===== src/rtl/time_set_controller_pkg.sv =====
`default_nettype none
// ============================================================================
//  Module   : clock_pkg
//  Purpose  : Shared definitions for the LED clock time-set path: the 2-bit
//             mode codes (also consumed by the LED mode processor) and the
//             increment state machine encoding.
//  Ports    : none (package)
//  Revision : 1.0 - initial release
// ============================================================================
package clock_pkg;

  localparam logic [1:0] MODE_RUN   = 2'd0;
  localparam logic [1:0] MODE_SECS  = 2'd1;
  localparam logic [1:0] MODE_MINS  = 2'd2;
  localparam logic [1:0] MODE_HOURS = 2'd3;

  typedef enum logic [1:0] {
    INC_IDLE    = 2'd0,
    INC_HOLD    = 2'd1,
    INC_REPEAT  = 2'd2,
    INC_LOCKOUT = 2'd3
  } inc_state_t;

  // Mode advance; the 3 -> 0 wrap comes from the natural 2-bit overflow.
  function automatic logic [1:0] next_mode(input logic [1:0] cur);
    return cur + 2'd1;
  endfunction

endpackage
`default_nettype wire


===== src/rtl/time_set_controller_if.sv =====
`default_nettype none
// ============================================================================
//  Module   : time_set_controller_if
//  Purpose  : Bundles the raw button pads and the time-set outputs.
//  Signals  : mode_btn, inc_btn        raw pads (active-high, asynchronous)
//             mode[1:0], run_en        current mode / 1 Hz advance gate
//             inc_secs/mins/hours      one-cycle increment pulses
//             mode_chg                 one-cycle pulse per mode advance
//  Modports : master - drives the pads, observes the outputs
//             slave  - the controller
//  Revision : 1.0 - initial release
// ============================================================================
interface time_set_controller_if;
  logic       mode_btn;
  logic       inc_btn;
  logic [1:0] mode;
  logic       run_en;
  logic       inc_secs;
  logic       inc_mins;
  logic       inc_hours;
  logic       mode_chg;

  modport master (
    output mode_btn, inc_btn,
    input  mode, run_en, inc_secs, inc_mins, inc_hours, mode_chg
  );

  modport slave (
    input  mode_btn, inc_btn,
    output mode, run_en, inc_secs, inc_mins, inc_hours, mode_chg
  );
endinterface
`default_nettype wire


===== src/rtl/time_set_controller_btn_debounce.sv =====
`default_nettype none
// ============================================================================
//  Module   : btn_debounce
//  Purpose  : Conditions one raw button: 2-flop synchroniser, then a debounce
//             counter that accepts a new level only after DEBOUNCE_CYCLES
//             consecutive synchronised samples differing from the current one.
//  Ports    : clk      in  system clock
//             reset_n  in  asynchronous active-low reset
//             btn_raw  in  raw pad level
//             level    out debounced level
//             rise     out one-cycle pulse, registered together with level
//  Revision : 1.0 - initial release
// ============================================================================
module btn_debounce #(
  parameter int DEBOUNCE_CYCLES = 4,
  parameter int CNT_W           = 8
) (
  input  logic clk,
  input  logic reset_n,
  input  logic btn_raw,
  output logic level,
  output logic rise
);

  logic             r_sync1;
  logic             r_sync2;
  logic             r_level;
  logic             r_rise;
  logic [CNT_W-1:0] r_cnt;

  always_ff @(posedge clk or negedge reset_n) begin
    if (!reset_n) begin
      r_sync1 <= 1'b0;
      r_sync2 <= 1'b0;
      r_level <= 1'b0;
      r_rise  <= 1'b0;
      r_cnt   <= '0;
    end else begin
      r_sync1 <= btn_raw;
      r_sync2 <= r_sync1;
      r_rise  <= 1'b0;
      if (r_sync2 == r_level) begin
        // Any agreeing sample restarts the stability window.
        r_cnt <= '0;
      end else if (r_cnt >= CNT_W'(DEBOUNCE_CYCLES - 1)) begin
        // This sample completes the run of differing samples; the counter
        // never exceeds DEBOUNCE_CYCLES-1, so it cannot wrap.
        r_level <= r_sync2;
        r_rise  <= r_sync2;
        r_cnt   <= '0;
      end else begin
        r_cnt <= r_cnt + CNT_W'(1);
      end
    end
  end

  assign level = r_level;
  assign rise  = r_rise;

endmodule
`default_nettype wire


===== src/rtl/time_set_controller.sv =====
`default_nettype none
// ============================================================================
//  Module   : time_set_controller
//  Purpose  : Time-set front end: debounces MODE/INC, steps the set mode
//             RUN -> SET_SECS -> SET_MINS -> SET_HOURS -> RUN and issues
//             single-cycle increment pulses with auto-repeat on long press.
//  Ports    : clk      in  system clock
//             reset_n  in  asynchronous active-low reset
//             bus      slave modport of time_set_controller_if
//                      (mode_btn, inc_btn in; mode, run_en, inc_secs,
//                       inc_mins, inc_hours, mode_chg out)
//  Revision : 1.0 - initial release
// ============================================================================
module time_set_controller
  import clock_pkg::*;
#(
  parameter int DEBOUNCE_CYCLES = 4,
  parameter int HOLD_CYCLES     = 8,
  parameter int REPEAT_CYCLES   = 3,
  parameter int CNT_W           = 8
) (
  input  logic                 clk,
  input  logic                 reset_n,
  time_set_controller_if.slave bus
);

  // Only the press edge of MODE matters; its level is deliberately unused.
  logic w_mode_level_unused;
  logic w_mode_rise;
  logic w_inc_level;
  logic w_inc_rise;

  btn_debounce #(
    .DEBOUNCE_CYCLES (DEBOUNCE_CYCLES),
    .CNT_W           (CNT_W)
  ) u_mode_db (
    .clk     (clk),
    .reset_n (reset_n),
    .btn_raw (bus.mode_btn),
    .level   (w_mode_level_unused),
    .rise    (w_mode_rise)
  );

  btn_debounce #(
    .DEBOUNCE_CYCLES (DEBOUNCE_CYCLES),
    .CNT_W           (CNT_W)
  ) u_inc_db (
    .clk     (clk),
    .reset_n (reset_n),
    .btn_raw (bus.inc_btn),
    .level   (w_inc_level),
    .rise    (w_inc_rise)
  );

  inc_state_t       r_state, w_state_nxt;
  logic [CNT_W-1:0] r_cnt, w_cnt_nxt;
  logic [1:0]       r_mode, w_mode_nxt;
  logic             r_secs, r_mins, r_hours, r_chg;
  logic             w_secs_nxt, w_mins_nxt, w_hours_nxt;
  logic             w_fire;
  logic [CNT_W-1:0] w_limit;
  logic [CNT_W-1:0] w_cnt_inc;

  // The counter restarts at 1 on each pulse, so reaching the limit marks
  // exactly HOLD_CYCLES / REPEAT_CYCLES cycles since that pulse.
  assign w_limit   = (r_state == INC_HOLD) ? CNT_W'(HOLD_CYCLES) : CNT_W'(REPEAT_CYCLES);
  assign w_cnt_inc = (r_cnt == '1) ? r_cnt : r_cnt + CNT_W'(1);

  always_ff @(posedge clk or negedge reset_n) begin
    if (!reset_n) begin
      r_state <= INC_IDLE;
      r_cnt   <= '0;
      r_mode  <= MODE_RUN;
      r_secs  <= 1'b0;
      r_mins  <= 1'b0;
      r_hours <= 1'b0;
      r_chg   <= 1'b0;
    end else begin
      r_state <= w_state_nxt;
      r_cnt   <= w_cnt_nxt;
      r_mode  <= w_mode_nxt;
      r_secs  <= w_secs_nxt;
      r_mins  <= w_mins_nxt;
      r_hours <= w_hours_nxt;
      r_chg   <= w_mode_rise;
    end
  end

  always_comb begin
    w_state_nxt = r_state;
    w_cnt_nxt   = r_cnt;
    w_mode_nxt  = r_mode;
    w_fire      = 1'b0;

    if (w_mode_rise) begin
      w_mode_nxt = next_mode(r_mode);
    end

    case (r_state)
      INC_IDLE: begin
        if (w_inc_rise) begin
          // A press in RUN, or one coinciding with a mode step, is swallowed
          // until the button is released.
          if (w_mode_rise || (r_mode == MODE_RUN)) begin
            w_state_nxt = INC_LOCKOUT;
          end else begin
            w_fire      = 1'b1;
            w_state_nxt = INC_HOLD;
            w_cnt_nxt   = CNT_W'(1);
          end
        end
      end
      INC_HOLD, INC_REPEAT: begin
        if (w_mode_rise) begin
          // Keep a held INC from leaking into the newly selected field.
          w_state_nxt = INC_LOCKOUT;
          w_cnt_nxt   = '0;
        end else if (!w_inc_level) begin
          w_state_nxt = INC_IDLE;
          w_cnt_nxt   = '0;
        end else if (r_cnt >= w_limit) begin
          w_fire      = 1'b1;
          w_state_nxt = INC_REPEAT;
          w_cnt_nxt   = CNT_W'(1);
        end else begin
          w_cnt_nxt = w_cnt_inc;
        end
      end
      INC_LOCKOUT: begin
        if (!w_inc_level) begin
          w_state_nxt = INC_IDLE;
        end
      end
      default: begin
        w_state_nxt = INC_IDLE;
        w_cnt_nxt   = '0;
      end
    endcase

    // The pulse targets the field selected by the mode before any advance.
    w_secs_nxt  = w_fire && (r_mode == MODE_SECS);
    w_mins_nxt  = w_fire && (r_mode == MODE_MINS);
    w_hours_nxt = w_fire && (r_mode == MODE_HOURS);
  end

  assign bus.mode      = r_mode;
  assign bus.run_en    = (r_mode == MODE_RUN);
  assign bus.inc_secs  = r_secs;
  assign bus.inc_mins  = r_mins;
  assign bus.inc_hours = r_hours;
  assign bus.mode_chg  = r_chg;

endmodule
`default_nettype wire

===== src/flat_wrapper.sv =====
// flat-port wrapper written by rule: the top's interface ports become plain ports
module time_set_controller_flat import clock_pkg::*;
#(
  parameter int DEBOUNCE_CYCLES = 4,
  parameter int HOLD_CYCLES     = 8,
  parameter int REPEAT_CYCLES   = 3,
  parameter int CNT_W           = 8
)
  (clk, reset_n, bus_mode_btn, bus_inc_btn, bus_mode, bus_run_en, bus_inc_secs, bus_inc_mins, bus_inc_hours, bus_mode_chg);
  time_set_controller_if bus_i ();
  input  logic clk;
  input  logic reset_n;
  input wire logic [$bits(bus_i.mode_btn)-1:0] bus_mode_btn;
  input wire logic [$bits(bus_i.inc_btn)-1:0] bus_inc_btn;
  output wire logic [$bits(bus_i.mode)-1:0] bus_mode;
  output wire logic [$bits(bus_i.run_en)-1:0] bus_run_en;
  output wire logic [$bits(bus_i.inc_secs)-1:0] bus_inc_secs;
  output wire logic [$bits(bus_i.inc_mins)-1:0] bus_inc_mins;
  output wire logic [$bits(bus_i.inc_hours)-1:0] bus_inc_hours;
  output wire logic [$bits(bus_i.mode_chg)-1:0] bus_mode_chg;
  assign bus_i.mode_btn = bus_mode_btn;
  assign bus_i.inc_btn = bus_inc_btn;
  assign bus_mode = bus_i.mode;
  assign bus_run_en = bus_i.run_en;
  assign bus_inc_secs = bus_i.inc_secs;
  assign bus_inc_mins = bus_i.inc_mins;
  assign bus_inc_hours = bus_i.inc_hours;
  assign bus_mode_chg = bus_i.mode_chg;
  time_set_controller #(.DEBOUNCE_CYCLES(DEBOUNCE_CYCLES), .HOLD_CYCLES(HOLD_CYCLES), .REPEAT_CYCLES(REPEAT_CYCLES), .CNT_W(CNT_W)) u_core (.clk(clk), .reset_n(reset_n), .bus(bus_i));
endmodule

===== config.mk =====
export PLATFORM = sky130hd
export DESIGN_NAME = time_set_controller_flat
export DESIGN_NICKNAME = d
export VERILOG_FILES = /design/src/rtl/time_set_controller_pkg.sv /design/src/rtl/time_set_controller_if.sv /design/src/rtl/time_set_controller_btn_debounce.sv /design/src/rtl/time_set_controller.sv /design/src/flat_wrapper.sv
export SDC_FILE = /design/constraint.sdc
export NUM_CORES = 1
export LEC_CHECK = 0
export ABC_AREA = 1
export ABC_CLOCK_PERIOD_IN_PS = 1610
export CORE_ASPECT_RATIO = 0.7
export CORE_MARGIN = 2
export CORE_UTILIZATION = 40
export CTS_CLUSTER_DIAMETER = 80
export DETAILED_ROUTE_END_ITERATION = 8
export GPL_TIMING_DRIVEN = 0
export PLACE_DENSITY = 0.71
export SYNTH_ARGS = -nofsm -noshare
export SYNTH_HDL_FRONTEND = slang
export SYNTH_SLANG_ARGS = --single-unit

===== constraint.sdc =====
create_clock -name clk -period 1.61 [get_ports clk]
set_input_delay 0.322 -clock clk [delete_from_list [all_inputs] [get_ports clk]]
set_output_delay 0.322 -clock clk [all_outputs]
set_load 0.02 [all_outputs]

## After elaboration in Yosys (flattened, before gate mapping)

Cells that the tools add are included.

| storage, ports and cells | value |
|---|---|
| input bits | 4 |
| flip-flop bits (word level) | 40 |
| output and inout port bits | 7 |
| word-level logic and storage cells | 81 |

| cells by class | value |
|---|---|
| muxes and demuxes | 29 |
| $lt $le $gt $ge | 3 |
| reduce and logical (&&, ||, !) cells | 12 |
| bitwise gates (word level) | 2 |
| eq/ne operators | 14 |
| add/sub/neg operators | 4 |

Operators by type and width:

| operator | count |
|---|---|
| $mux W8 | 10 |
| $add A8 B1 Y8 const B | 3 |
| $ge A8 B2 Y1 const B | 2 |
| $pmux W8 S2 | 1 |
| $mux W2 | 6 |
| $mux W1 | 9 |
| $eq A2 B2 Y1 const B | 4 |
| $eq A8 B8 Y1 const B | 1 |
| $ge A8 B8 Y1 | 1 |
| $ne A2 B2 Y1 const B | 3 |
| $pmux W2 S3 | 1 |
| $ne A5 B5 Y1 const B | 1 |
| $eq A2 B1 Y1 const B | 2 |
| $logic_not A2 Y1 | 2 |
| $mux W4 | 1 |
| $ne A4 B3 Y1 const B | 1 |
| $reduce_and A2 Y1 | 2 |
| $reduce_and A4 Y1 | 1 |
| $logic_and A1 B1 Y1 | 3 |
| $reduce_and A3 Y1 | 1 |
| $add A2 B1 Y2 const B | 1 |
| $eq A1 B1 Y1 | 2 |
| $not A1 Y1 | 2 |
| $pmux W1 S2 | 1 |
| other kinds (3) | 3 |

## Depth between registers and ports, before layout

| logic depth | value |
|---|---|
| word-level depth | 8 |
| gate-level depth with buffers | 14 |
| gate-level depth less buffers | 14 |

## Hierarchy

A second synthesis with hierarchy kept.

| second synthesis, totals | value |
|---|---|
| cells, all modules | 194 |
| area total of the unflattened synthesis | 1803.0 um2 |

By module, submodules not included:

| module | area an instance (um2) | sequential area each (um2) | instances | cells an instance |
|---|---|---|---|---|
| time_set_controller | 962.2 | 400.4 | 1 | 116 |
| btn_debounce | 420.4 | 300.3 | 2 | 39 |

## Worst setup path after synthesis

OpenSTA, ideal clock, no wires.

| path | value |
|---|---|
| kind | register to register |
| start point | register u_core.r_state[1] |
| end point | register u_core.r_cnt[0] |
| required time | 1493 ps |
| stages on the path, launching flop included | 12 |
| setup time | 117 ps |
| path slack | -35 ps |
| arrival time | 1528 ps |
| period minus slack after synthesis | 1645 ps |
| buffers on the path | 0 |
| cells stage by stage | dfrtp_1 -> inv_1 -> ha_1 -> inv_1 -> ha_1 -> or2_4 -> nor2_8 -> nand3_1 -> nand2_1 -> nand2_1 -> nand2_1 -> nand2_1 |

| between the ends | value |
|---|---|
| longest elaborated chain between the ends | 7 |
| elaborated cells on any way between the ends | 15 |
| classes of those cells | 1 x order compare; 5 x eq/ne; 5 x mux; 4 x reduce/logical |

Ends and longest elaborated chain:

| what | line | RTL |
|---|---|---|
| start, declared | time_set_controller.sv:55 | `inc_state_t r_state, w_state_nxt;` |
| start signal, assigned | time_set_controller.sv:79 | `r_state <= w_state_nxt;` |
| $eq A2 B1 Y1 | time_set_controller.sv:66, time_set_controller.sv:99 |  |
| $mux W4 | time_set_controller.sv:66 | `assign w_limit = (r_state == INC_HOLD) ? CNT_W'(HOLD_CYCLES) : CNT_W'(REPEAT_CYCLES);` |
| $ge A8 B8 Y1 | time_set_controller.sv:121 | `end else if (r_cnt >= w_limit) begin` |
| $mux W8 | time_set_controller.sv:121 |  |
| $mux W8 | time_set_controller.sv:118 | `end else if (!w_inc_level) begin` |
| $mux W8 | time_set_controller.sv:114 | `if (w_mode_rise) begin` |
| $pmux W8 S2 | time_set_controller.sv:99 | `case (r_state)` |
| end signal, assigned | time_set_controller.sv:80 | `r_cnt <= w_cnt_nxt;` |
| end, declared | time_set_controller.sv:56 | `logic [CNT_W-1:0] r_cnt, w_cnt_nxt;` |

Parallel ways exist; a longest one is shown, timed or not.
A chain may end at the register's enable or synchronous reset.

## Worst setup path after layout

| path | value |
|---|---|
| start point | register u_core.r_state[1] |
| end point | register u_core.r_mins (netlist: u_core.bus.inc_mins) |

| between the ends | value |
|---|---|
| longest elaborated chain between the ends | 8 |
| elaborated cells on any way between the ends | 11 |
| classes of those cells | 1 x order compare; 2 x eq/ne; 5 x mux; 3 x reduce/logical |

Ends and longest elaborated chain:

| what | line | RTL |
|---|---|---|
| $eq A2 B1 Y1 | time_set_controller.sv:66, time_set_controller.sv:99 |  |
| $mux W4 | time_set_controller.sv:66 |  |
| $ge A8 B8 Y1 | time_set_controller.sv:121 |  |
| $mux W1 | time_set_controller.sv:121 |  |
| $mux W1 | time_set_controller.sv:118 |  |
| $mux W1 | time_set_controller.sv:114 |  |
| $pmux W1 S2 (*) | time_set_controller.sv:99 |  |
| $logic_and A1 B1 Y1 (*) | time_set_controller.sv:142 | `w_mins_nxt = w_fire && (r_mode == MODE_MINS);` |
| named net u_core.w_mins_nxt | time_set_controller.sv:59 | `logic w_secs_nxt, w_mins_nxt, w_hours_nxt;` |
| end signal, assigned | time_set_controller.sv:83 | `r_mins <= w_mins_nxt;` |
| end, declared | time_set_controller.sv:58 | `logic r_secs, r_mins, r_hours, r_chg;` |

Mark *: on every way through the listed nets, which the timed path passes. The rest lies on a longest branch.

==> out/metrics.cfg <==
[sta]
period_minus_slack_ps=1620
relSlewSlack_pct=42.7
hold_violations=0
fin_ws_ps=-6.90
worst_pin_slew_ps=860
finClkSkew_ps=7.18
slew_violations=0
setup_viol=2
period_share_pct=100
max_freq_mhz=618
rsz0062_at_grt=true

[logic_synthesis]
ys_top_cells_by_area=dfrtp_1 58%, ha_1 11%, nand2_1 5.2%, inv_1 5.0%, nor2_1 4.6%
avgSynthCellArea_um2=10.5
yosys.cell_types.count=24
synthCells=165
synthTopCellsByCount=40 x dfrtp_1, 24 x nand2_1, 23 x inv_1, 21 x nor2_1, 15 x ha_1
synth_edf_count=0
yosys_warnings=0
syn_area_um2=1730
yosys.area.top_type=dfrtp_1
synth-async-reset-ratio_pct=100
ys_ff_latch=40
synth_seq_area_share_pct=57.8
synth_top_area_share_pct=57.8
synthFlopType=dfrtp_1
yosys.cell_count.top_type=dfrtp_1

[route]
wl_per_cell_um=10.5
final_antenna_net_count=0
vias=1116
wirelength_um=2650
drtIter0Drc=35
first_pass_iters=5
drcViolationCount=0
drt-vias-per-instance=4.43

[clock_network]
cts_made_buffers=5
cts_root_buf=clkbuf_8
cts.htree.levels=2
cts_max_path_buffers=2
insertion_delay_ps=290
cts_num_sinks=40
clkSlewWorstSetupHoldPaths_ps=70
cts_tree=yes
hold_buffers=0

[job]
cap_viol_max_count=0

[status]
outcome=complete, but fails checks
violations=negative setup slack

[final_layout]
multi_input_area_um2=759
syn2layout_area_growth_pct=26.7
nFillCells=360
diodes=0
fin_area_um2=2190
drive_gt1_share_pct=24.5
regArea_um2=1000
nets=218

[power]
power_uw=3870
leakagePower_uw=0.00108
powerDensity_nw_per_um2=1770
max-vdd-ir-drop_uv=1130

[grt]
grt_pass1_wl_um=4620
overflow=0
grt_pass1_vias=1059
grtUsageTotal_pct=13.3
grt_max_degree=41
grt_antenna_before_repair=0

[place]
place_area_um2=1940
gp_congestion=0.804
post-place-ws_ps=-149
hpwl_um=1680
portBuffers=10

[setup_path]
path_class=reg -> reg
crit_fanout=4
reg2reg_depth=14
critPathLaunchType=flip-flop
crit_chain=inv_2 -> ha_4 -> inv_4 -> ha_4 -> inv_2 -> nand2_2 -> nand2_2 -> nand2_2 -> nand2_4 -> nand2_2 -> nand2_1 -> nand2_1 -> nand2_2 -> nor2_1
cp_common_cell=nand2_2
worstPathRequired_ps=1830
cp-end-kind=flip-flop
cp.arrival_ps=1840
crit_path_max_incr_delay_ps=390
cp_slowest_cell=dfrtp_1

[floorplanning]
die_y_um=59.1
rows=19
io_pins=11
die_area_um2=4880
die_x_um=82.6
core_um2=4040
start_util_pct=42.8

[worst_hold_path]
min_path_type=in -> async

metal layers:
| layer | vias to the layer above | wire length (um) | share of wire [%] | global-route usage [%] |
|---|---|---|---|---|
| met5 | - | 0 | 0 | 0 |
| met4 | 0 | 67 | 2.5 | 7.03 |
| met3 | 8 | 117 | 4.4 | 4.57 |
| met2 | 15 | 1130 | 43 | 19.1 |
| met1 | 523 | 1330 | 50 | 17.9 |
| li1 | 570 | - | - | - |
worst paths after layout:
path                                         start                         to  slack [ps]
max in group asynchronous                  reset_n          u_core.r_state[0]         880
setup reg to reg                 u_core.r_state[1]        u_core.bus.inc_mins          -7
min in group clk           u_core.u_inc_db.r_sync1    u_core.u_inc_db.r_sync2         350
hold / removal                             reset_n  u_core.u_mode_db.r_cnt[3]         140
setup / recovery                 u_core.r_state[1]        u_core.bus.inc_mins          -7
hold reg to reg            u_core.u_inc_db.r_sync1    u_core.u_inc_db.r_sync2         350
critical path: cells and delay by family (launching register included):
| kind | cells | cell delay (ps) |
|---|---|---|
| simple gates | 9 | 610 |
| flops | 1 | 390 |
| fa+ha+maj | 2 | 390 |
| buf+inv | 3 | 170 |
registers in the layout, indices dropped and copies added (netlist names):
name and cells:
u_core.u_mode_db.r_sync1 1, u_core.u_inc_db.r_cnt 8, u_core.bus.inc_secs 1, u_core.u_mode_db.r_cnt 8
u_core.bus.inc_hours 1, u_core.u_inc_db.r_sync2 1, u_core.u_inc_db.r_sync1 1, u_core.u_mode_db.r_sync2 1
u_core.u_mode_db.rise 1, u_core.r_state 2, u_core.u_inc_db.level 1, u_core.bus.mode 2
u_core.bus.inc_mins 1, u_core.u_mode_db.level 1, u_core.bus.mode_chg 1, u_core.u_inc_db.rise 1
u_core.r_cnt 8
stage by stage:
step	cells	hold slack, ps	utilization [%]	TNS, ps
after global routing	252	215	54.3	-868
final	252	140	54.3	-11.8
after CTS	252	163	53.3	-39.8
after detailed placement	238	336	47.9	-1160
after global placement	238	336	48.0	-29600
after floorplan	176	26.4	-	0
cells by family (layout without fill, tap and decap cells):
kind of cell	count (synthesis)	in the layout	share of synthesized area, %
adder cells (fa/ha/maj)	15	15	10.8
AO/OA/AOI/OAI	15	15	5.56
other	1	12	0.217
XOR/XNOR	3	3	1.52
AND/OR/NAND/NOR	65	65	18.4
buffers and inverters	26	50	5.64
flip-flops	40	40	57.8
cell usage in the layout (no fill, tap or decap), types with 4 or more instances in the layout:
cell / n
dfrtp_1: 38
conb_1: 12
inv_1: 19
ha_1: 11
inv_2: 6
nand3_1: 5
nor2_1: 20
buf_4: 6
nand2_2: 8
clkdlybuf4s50_1: 6
ha_4: 4
clkbuf_8: 5
o21ai_0: 5
nand2_1: 17
power by group:
part	switching, uW	internal (uW)	leakage, uW
clock network	329	619	0.0000654
registers	117	1130	0.000502
logic	983	694	0.000514
cell type report:
class	instances	area share [%]
Sequential cell	40	45.8
Multi-Input combinational cell	110	34.6
Timing Repair Buffer	16	6.05
Inverter	26	4.56
Clock buffer	6	3.31
Tap cell	52	2.97
Clock inverter	2	2.74
repair_timing:
action,CTS,global route
resized for setup,14,15
pin swaps,8,10
endpoints found under the setup margin,13,11
setup buffers,6,0
No activity file was read; power rests on OpenSTA's default activity.
